`config.mk`:
```
export PLATFORM = sky130hd
export DESIGN_NAME = controle_multiciclo
export DESIGN_NICKNAME = d
export VERILOG_FILES = /design/src/rtl/controle_pkg.sv /design/src/rtl/decodificador_saidas.sv /design/src/rtl/controle_multiciclo.sv
export SDC_FILE = /design/constraint.sdc
export NUM_CORES = 1
export LEC_CHECK = 0
export CORE_UTILIZATION = 50
export CTS_CLUSTER_DIAMETER = 30
export DETAILED_ROUTE_END_ITERATION = 10
export MAX_ROUTING_LAYER = met4
export PLACE_DENSITY = 0.79
export SYNTH_ARGS = -nofsm -noshare
export SYNTH_HDL_FRONTEND = slang
export SYNTH_SLANG_ARGS = --single-unit
```
`constraint.sdc`:
```
create_clock -name clk -period 3.45 [get_ports clk]
set_clock_uncertainty 0.15 [all_clocks]
set_input_delay 0.69 -clock clk [delete_from_list [all_inputs] [get_ports clk]]
set_output_delay 0.69 -clock clk [all_outputs]
set_load 0.1 [all_outputs]
```
`src/rtl/controle_pkg.sv`:
```
// Shared definitions for the multicycle MIPS control unit: FSM states, opcodes,
// ALU/mux encodings and the bundled control-word struct.
package controle_pkg;

  typedef enum logic [3:0] {
    S_FETCH  = 4'd0,
    S_DECODE = 4'd1,
    S_MEMADR = 4'd2,
    S_MEMRD  = 4'd3,
    S_MEMWB  = 4'd4,
    S_MEMWR  = 4'd5,
    S_EXEC_R = 4'd6,
    S_RWB    = 4'd7,
    S_EXEC_I = 4'd8,
    S_IWB    = 4'd9,
    S_BRANCH = 4'd10,
    S_JUMP   = 4'd11
  } state_t;

  localparam logic [5:0] OP_RTYPE = 6'b000000;
  localparam logic [5:0] OP_J     = 6'b000010;
  localparam logic [5:0] OP_JAL   = 6'b000011;
  localparam logic [5:0] OP_BEQ   = 6'b000100;
  localparam logic [5:0] OP_BNE   = 6'b000101;
  localparam logic [5:0] OP_ADDI  = 6'b001000;
  localparam logic [5:0] OP_SLTI  = 6'b001010;
  localparam logic [5:0] OP_SLTIU = 6'b001011;
  localparam logic [5:0] OP_ANDI  = 6'b001100;
  localparam logic [5:0] OP_ORI   = 6'b001101;
  localparam logic [5:0] OP_XORI  = 6'b001110;
  localparam logic [5:0] OP_LUI   = 6'b001111;
  localparam logic [5:0] OP_LW    = 6'b100011;
  localparam logic [5:0] OP_SW    = 6'b101011;

  localparam logic [3:0] ALU_ADD   = 4'b0000;
  localparam logic [3:0] ALU_BEQ   = 4'b0001;
  localparam logic [3:0] ALU_BNE   = 4'b0010;
  localparam logic [3:0] ALU_SLTI  = 4'b0011;
  localparam logic [3:0] ALU_SLTIU = 4'b0100;
  localparam logic [3:0] ALU_ANDI  = 4'b0101;
  localparam logic [3:0] ALU_ORI   = 4'b0110;
  localparam logic [3:0] ALU_XORI  = 4'b0111;
  localparam logic [3:0] ALU_LUI   = 4'b1000;
  localparam logic [3:0] ALU_FUNCT = 4'b1111;

  localparam logic [1:0] SRCB_RT      = 2'b00;
  localparam logic [1:0] SRCB_FOUR    = 2'b01;
  localparam logic [1:0] SRCB_IMM     = 2'b10;
  localparam logic [1:0] SRCB_IMM_SH2 = 2'b11;

  localparam logic [1:0] PCSRC_ALU    = 2'b00;
  localparam logic [1:0] PCSRC_ALUOUT = 2'b01;
  localparam logic [1:0] PCSRC_JUMP   = 2'b10;

  typedef struct packed {
    logic       mem_req;
    logic       mem_read;
    logic       mem_write;
    logic       iord;
    logic       ir_write;
    logic       pc_write;
    logic       pc_write_cond;
    logic       branch_ne;
    logic       reg_dst;
    logic       reg_write;
    logic       mem_to_reg;
    logic       write_link;
    logic       alu_src_a;
    logic [1:0] alu_src_b;
    logic [1:0] pc_source;
    logic [3:0] alu_op;
    logic       illegal_op;
    logic       bus_err;
  } ctrl_t;

  // State that DECODE moves to; S_FETCH means the opcode is not supported.
  function automatic state_t decode_target(input logic [5:0] op);
    state_t v_tgt;
    // NOTE: every combinational result gets a default before the case so no path leaves it unassigned (no latch).
    v_tgt = S_FETCH;
    case (op)
      OP_LW, OP_SW:                          v_tgt = S_MEMADR;
      OP_RTYPE:                              v_tgt = S_EXEC_R;
      OP_ADDI, OP_SLTI, OP_SLTIU, OP_ANDI,
      OP_ORI, OP_XORI, OP_LUI:               v_tgt = S_EXEC_I;
      OP_BEQ, OP_BNE:                        v_tgt = S_BRANCH;
      OP_J, OP_JAL:                          v_tgt = S_JUMP;
      default:                               v_tgt = S_FETCH;
    endcase
    return v_tgt;
  endfunction

  function automatic logic [3:0] imm_alu_op(input logic [5:0] op);
    logic [3:0] v_alu;
    v_alu = ALU_ADD;
    case (op)
      OP_SLTI:  v_alu = ALU_SLTI;
      OP_SLTIU: v_alu = ALU_SLTIU;
      OP_ANDI:  v_alu = ALU_ANDI;
      OP_ORI:   v_alu = ALU_ORI;
      OP_XORI:  v_alu = ALU_XORI;
      OP_LUI:   v_alu = ALU_LUI;
      default:  v_alu = ALU_ADD;
    endcase
    return v_alu;
  endfunction

endpackage

```
`src/rtl/decodificador_saidas.sv`:
```
// Combinational control-word decode from FSM state, opcode, memory ready and
// the wait-timeout flag computed by the top level.
module decodificador_saidas
  import controle_pkg::*;
(
  input  state_t      i_state,
  input  logic [5:0]  i_opcode,
  input  logic        i_mem_ready,
  input  logic        i_timeout,
  output ctrl_t       o_ctrl
);

  always_comb begin
    o_ctrl = '0;
    case (i_state)
      S_FETCH: begin
        o_ctrl.mem_req   = 1'b1;
        o_ctrl.mem_read  = 1'b1;
        o_ctrl.alu_src_b = SRCB_FOUR;
        o_ctrl.alu_op    = ALU_ADD;
        o_ctrl.pc_source = PCSRC_ALU;
        o_ctrl.ir_write  = i_mem_ready;
        o_ctrl.pc_write  = i_mem_ready;
        o_ctrl.bus_err   = i_timeout;
      end
      S_DECODE: begin
        o_ctrl.alu_src_b  = SRCB_IMM_SH2;
        o_ctrl.illegal_op = (decode_target(i_opcode) == S_FETCH);
      end
      S_MEMADR: begin
        o_ctrl.alu_src_a = 1'b1;
        o_ctrl.alu_src_b = SRCB_IMM;
      end
      S_EXEC_I: begin
        o_ctrl.alu_src_a = 1'b1;
        o_ctrl.alu_src_b = SRCB_IMM;
        o_ctrl.alu_op    = imm_alu_op(i_opcode);
      end
      S_MEMRD: begin
        o_ctrl.mem_req  = 1'b1;
        o_ctrl.iord     = 1'b1;
        o_ctrl.mem_read = 1'b1;
        o_ctrl.bus_err  = i_timeout;
      end
      S_MEMWR: begin
        // The write strobe is withdrawn in the cycle the access is abandoned.
        o_ctrl.mem_req   = 1'b1;
        o_ctrl.iord      = 1'b1;
        o_ctrl.mem_write = !i_timeout;
        o_ctrl.bus_err   = i_timeout;
      end
      S_MEMWB: begin
        o_ctrl.reg_write  = 1'b1;
        o_ctrl.mem_to_reg = 1'b1;
      end
      S_EXEC_R: begin
        o_ctrl.alu_src_a = 1'b1;
        o_ctrl.alu_src_b = SRCB_RT;
        o_ctrl.alu_op    = ALU_FUNCT;
      end
      S_RWB: begin
        o_ctrl.reg_write = 1'b1;
        o_ctrl.reg_dst   = 1'b1;
      end
      S_IWB: o_ctrl.reg_write = 1'b1;
      S_BRANCH: begin
        o_ctrl.alu_src_a     = 1'b1;
        o_ctrl.alu_src_b     = SRCB_RT;
        o_ctrl.pc_write_cond = 1'b1;
        o_ctrl.pc_source     = PCSRC_ALUOUT;
        o_ctrl.branch_ne     = (i_opcode == OP_BNE);
        o_ctrl.alu_op        = (i_opcode == OP_BNE) ? ALU_BNE : ALU_BEQ;
      end
      S_JUMP: begin
        o_ctrl.pc_write   = 1'b1;
        o_ctrl.pc_source  = PCSRC_JUMP;
        o_ctrl.reg_write  = (i_opcode == OP_JAL);
        o_ctrl.write_link = (i_opcode == OP_JAL);
      end
      default: ;
    endcase
  end

endmodule

```
`src/rtl/controle_multiciclo.sv`:
```
// Multicycle MIPS main control: state register, memory wait counter with
// bus-error timeout, and retired-instruction counter.
module controle_multiciclo
  import controle_pkg::*;
#(
  parameter int MAX_WAIT = 15,
  parameter int CNT_W    = 32
) (
  input  logic             clk,
  input  logic             rst,
  input  logic [5:0]       opcode,
  input  logic             mem_ready,
  output logic             mem_req,
  output logic             MemRead,
  output logic             MemWrite,
  output logic             IorD,
  output logic             IRWrite,
  output logic             PCWrite,
  output logic             PCWriteCond,
  output logic             BranchNe,
  output logic             RegDst,
  output logic             RegWrite,
  output logic             MemToReg,
  output logic             WriteLink,
  output logic             ALUSrcA,
  output logic [1:0]       ALUSrcB,
  output logic [1:0]       PCSource,
  output logic [3:0]       ALUOp,
  output logic             illegal_op,
  output logic             bus_err,
  output logic [CNT_W-1:0] instret,
  output logic [3:0]       state
);

  localparam int WAIT_W = 8;

  state_t            r_state;
  state_t            w_next;
  logic [WAIT_W-1:0] r_wait_cnt;
  logic [CNT_W-1:0]  r_instret;
  logic              w_mem_wait;
  logic              w_timeout;
  logic              w_retire;
  ctrl_t             w_ctrl;
  ctrl_t             w_out;

  assign w_mem_wait = (r_state inside {S_FETCH, S_MEMRD, S_MEMWR});
  assign w_timeout  = w_mem_wait && !mem_ready && (r_wait_cnt == WAIT_W'(MAX_WAIT));
  assign w_retire   = (r_state == S_MEMWR) ? mem_ready
                    : (r_state inside {S_MEMWB, S_RWB, S_IWB, S_BRANCH, S_JUMP});

  always_comb begin
    w_next = r_state;
    case (r_state)
      S_FETCH:  if (mem_ready) w_next = S_DECODE;
      S_DECODE: w_next = decode_target(opcode);
      S_MEMADR: w_next = (opcode == OP_LW) ? S_MEMRD : S_MEMWR;
      S_MEMRD: begin
        if (mem_ready)      w_next = S_MEMWB;
        else if (w_timeout) w_next = S_FETCH;
      end
      S_MEMWR:  if (mem_ready || w_timeout) w_next = S_FETCH;
      S_EXEC_R: w_next = S_RWB;
      S_EXEC_I: w_next = S_IWB;
      default:  w_next = S_FETCH;
    endcase
  end

  always_ff @(posedge clk or posedge rst) begin
    // NOTE: registers use non-blocking assignment so every flop samples pre-edge values.
    if (rst) r_state <= S_FETCH;
    else     r_state <= w_next;
  end

  // Cleared on every state change and on the FETCH retry after a timeout.
  always_ff @(posedge clk or posedge rst) begin
    if (rst)                                r_wait_cnt <= '0;
    else if (w_next != r_state || w_timeout) r_wait_cnt <= '0;
    else if (w_mem_wait && !mem_ready)       r_wait_cnt <= r_wait_cnt + 1'b1;
  end

  always_ff @(posedge clk or posedge rst) begin
    if (rst)           r_instret <= '0;
    else if (w_retire) r_instret <= r_instret + 1'b1;
  end

  decodificador_saidas u_dec (
    .i_state     (r_state),
    .i_opcode    (opcode),
    .i_mem_ready (mem_ready),
    .i_timeout   (w_timeout),
    .o_ctrl      (w_ctrl)
  );

  // Reset silences every strobe at once, even though the state reads FETCH.
  assign w_out = rst ? '0 : w_ctrl;

  assign mem_req     = w_out.mem_req;
  assign MemRead     = w_out.mem_read;
  assign MemWrite    = w_out.mem_write;
  assign IorD        = w_out.iord;
  assign IRWrite     = w_out.ir_write;
  assign PCWrite     = w_out.pc_write;
  assign PCWriteCond = w_out.pc_write_cond;
  assign BranchNe    = w_out.branch_ne;
  assign RegDst      = w_out.reg_dst;
  assign RegWrite    = w_out.reg_write;
  assign MemToReg    = w_out.mem_to_reg;
  assign WriteLink   = w_out.write_link;
  assign ALUSrcA     = w_out.alu_src_a;
  assign ALUSrcB     = w_out.alu_src_b;
  assign PCSource    = w_out.pc_source;
  assign ALUOp       = w_out.alu_op;
  assign illegal_op  = w_out.illegal_op;
  assign bus_err     = w_out.bus_err;
  assign instret     = r_instret;
  assign state       = r_state;

endmodule

```
==> reports/results.ini, run 1 <==
[run_status]
status=completed

[timing]
worst_pin_slew_ns=0.835
rsz0062_at_grt=false
hold_ws_ns=0.335
max_clock_freq_ghz=0.301
setup_ws_ns=0.132
setup_viol=0
slew_violations=0
finalCritPeriodShare_pct=96.2
slew_headroom_pct=44.1
tns_ns=0
finalCriticalPeriod_ns=3.32
hold_violations=0

[clock_network]
clock_latency_ns=0.29
cts_buffers=5
clock_sinks=44
htreeDepth=2
root_buffer=clkbuf_8
cts.reportedPaths.clkPinSlew_ns=0.09
cts_tree=built
cts_max_path_buffers=2

[synth]
avgSynthCellArea_sq_um=8.98
syn_area_sq_um=2710
synth_top_family_by_area=simple AND/OR/NAND/NOR gates
synth-simple-area-share_pct=31.8
yosysTopAreaCell=dfrtp_1
synth-compound-area-share_pct=8.49
syn_nets=314
yosysUniqueCellTypes=53
ys_seq_elements=44
synth_top_area_share_pct=40.6
synth_edf_count=0
synth_fa_ha_area_share_pct=1.38
muxShareOfSynthArea_pct=0.784
synth-main-ff-cell=dfrtp_1
async_flop_share_pct=100
ys_top_cells_by_area=dfrtp_1 (41%), xnor2_1 (8.4%), nand3_1 (4.6%)
synth_xor_area_share_pct=12.9
syn_inst=302
ys_seq_area_share_pct=40.6
ys_warn_count=0

[finish]
drive_gt1_share_pct=31.5
nFillCells=350
finish.utilization_pct=75.1
antennaDiodeCount=0
nets=383
regArea_sq_um=1110
finalNonFillerCells=442
finalInstanceArea_sq_um=3880
multiInputGateArea_sq_um=1630
syn_to_final_growth_pct=43.2

[grt]
grt_start_max_net_pins=45
grt_antenna_before_repair=0
grt_pass1_vias=2309
grt_use_total_pct=26.1
grt-ovfl-total=0
grt_pass1_wl_um=11000

[drt]
drc=0
drt-initial-drc-count=191
vias=2481
routed_wl_um=6790
wl_per_cell_um=15.4
via_per_inst=5.61
first_pass_iters=5
ant_nets=0

[critical_path]
r2r_slack_ns=0.79
path_class=in -> out
crit_path_end_kind=output port
startpoint_type=input port
worst-path-max-fanout=3
required_ns=2.61
arrival_ns=2.48

[die]
die_h_um=75.7
die_x_um=75.7
die_area_sq_um=5720
core_region_area_sq_um=5170
fp-row-count=26
ioPinCount=68
initial_core_util_pct=52.4

[placement]
port_buffers=67
dp_slack_ns=0.108
place_area_sq_um=3760
hpwlAfterDp_um=5010
placed_cells=434
place_congestion=0.922

[power]
power_density_nw_per_um2=591
irDropWorstVdd_v=0.000548
power.total_mw=2.30
p_leak_nw=1.68

[min_path]
hold_class=reg -> reg

[job]
drv_cap=0

==> synthesized netlist by cell type, drive strengths merged (2+ instances only) <==
library cell / instances
nand2: 17
nand4: 15
o211ai: 2
or3b: 2
clkbuf: 12
nand2b: 9
a21oi: 10
dfrtp: 44
and4: 5
xnor2: 26
nor3: 12
a2bb2oi: 2
o21bai: 2
xor2: 14
and2: 7
ha: 3
inv: 5
a31oi: 4
nor4: 5
nand3: 25
or3: 2
and3: 14
buf: 8
o21ai: 7
or4b: 2
nor2: 30
==> sequential cells by signal, summed over array words and instances (netlist names) <==
| name | cells |
|---|---|
| instret | 32 |
| r_wait_cnt | 8 |
| state | 4 |
==> layout by cell type, fill, tap and decap left out, types with 5 or more instances in the layout <==
cell / netlist / layout
and3_1: 14 / 14
and4_1: 5 / 5
nand3_1: 25 / 25
a21oi_1: 9 / 7
and2_1: 6 / 6
nand4_1: 15 / 15
nand2b_1: 9 / 9
o21ai_0: 7 / 7
buf_4: 0 / 51
clkbuf_8: 0 / 6
nor2_2: 6 / 11
xor2_1: 14 / 14
clkdlybuf4s50_1: 0 / 8
nor3_1: 12 / 6
buf_12: 0 / 23
nand2_1: 17 / 17
xnor2_1: 26 / 26
dfrtp_1: 44 / 40
nor2_1: 23 / 18
==> final cells by class <==
| type | count | area share (%) |
|---|---|---|
| Multi-Input combinational cell | 233 | 41.9 |
| Tap cell | 70 | 2.25 |
| Inverter | 5 | 0.483 |
| Clock inverter | 2 | 0.998 |
| Clock buffer | 6 | 2.13 |
| Timing Repair Buffer | 82 | 23.8 |
| Sequential cell | 44 | 28.5 |
==> logic make-up after synthesis <==
| logic type | Yosys count |
|---|---|
| multiplexers | 2 |
| flip-flops | 44 |
| AO/OA/AOI/OAI | 35 |
| buffers and inverters | 25 |
| AND/OR/NAND/NOR | 153 |
| adder cells (fa/ha/maj) | 3 |
| XOR/XNOR | 40 |
==> critical path, stage by stage <==
cell and delay, ns:
clkdlybuf4s50_1 0.43, nor3_2 0.22, or3b_2 0.53, a21oi_1 0.17, a2bb2oi_1 0.20, nor2_2 0.07, buf_12 0.16
==> where the power goes <==
group	internal [mW]	switching (mW)	total [mW]
clock	0.237	0.176	0.413
sequential	0.557	0.129	0.686
combinational	0.353	0.846	1.20
total	1.15	1.15	2.30
==> path summary, 6_finish.rpt <==
kind / from / to / cells past startpoint
max in group asynchronous: rst / state[0] / 4
worst min-delay path: instret[31] / instret[31] / 1
worst max-delay path: opcode[5] / ALUOp[0] / 7
worst min register to register: instret[31] / instret[31] / 1
worst max register to register: state[2] / r_wait_cnt[1] / 6
min in group asynchronous: rst / instret[0] / 4
==> metal layers <==
metal / global-route usage, % / up-vias / wire, um
met5: - / - / 0
met3: 3.31 / 12 / 154
met1: 35.2 / 1203 / 3150
met2: 42.3 / 58 / 3400
met4: 6.17 / 0 / 87
li1: - / 1208 / -
==> timing repair <==
item | in CTS | in global routing
setup endpoints to repair | 0 | 1
resized for setup | 0 | 1
hold buffers | 0 | 0
setup buffers | 0 | 0
Note: power is estimated with default switching activity, not from simulation.
==> inputs of run 2 (changes only) <==
Settings changed: GPL_TIMING_DRIVEN set to 1.
==> results of run 2 <==
Same layout as run 1: the final DEF is identical, and so are final timing and power.
==> inputs of run 3 (changes only) <==
Settings changed: SLEW_MARGIN set to 15.
==> results of run 3 <==
Same layout as run 1: the final DEF is identical, and so are final timing and power.
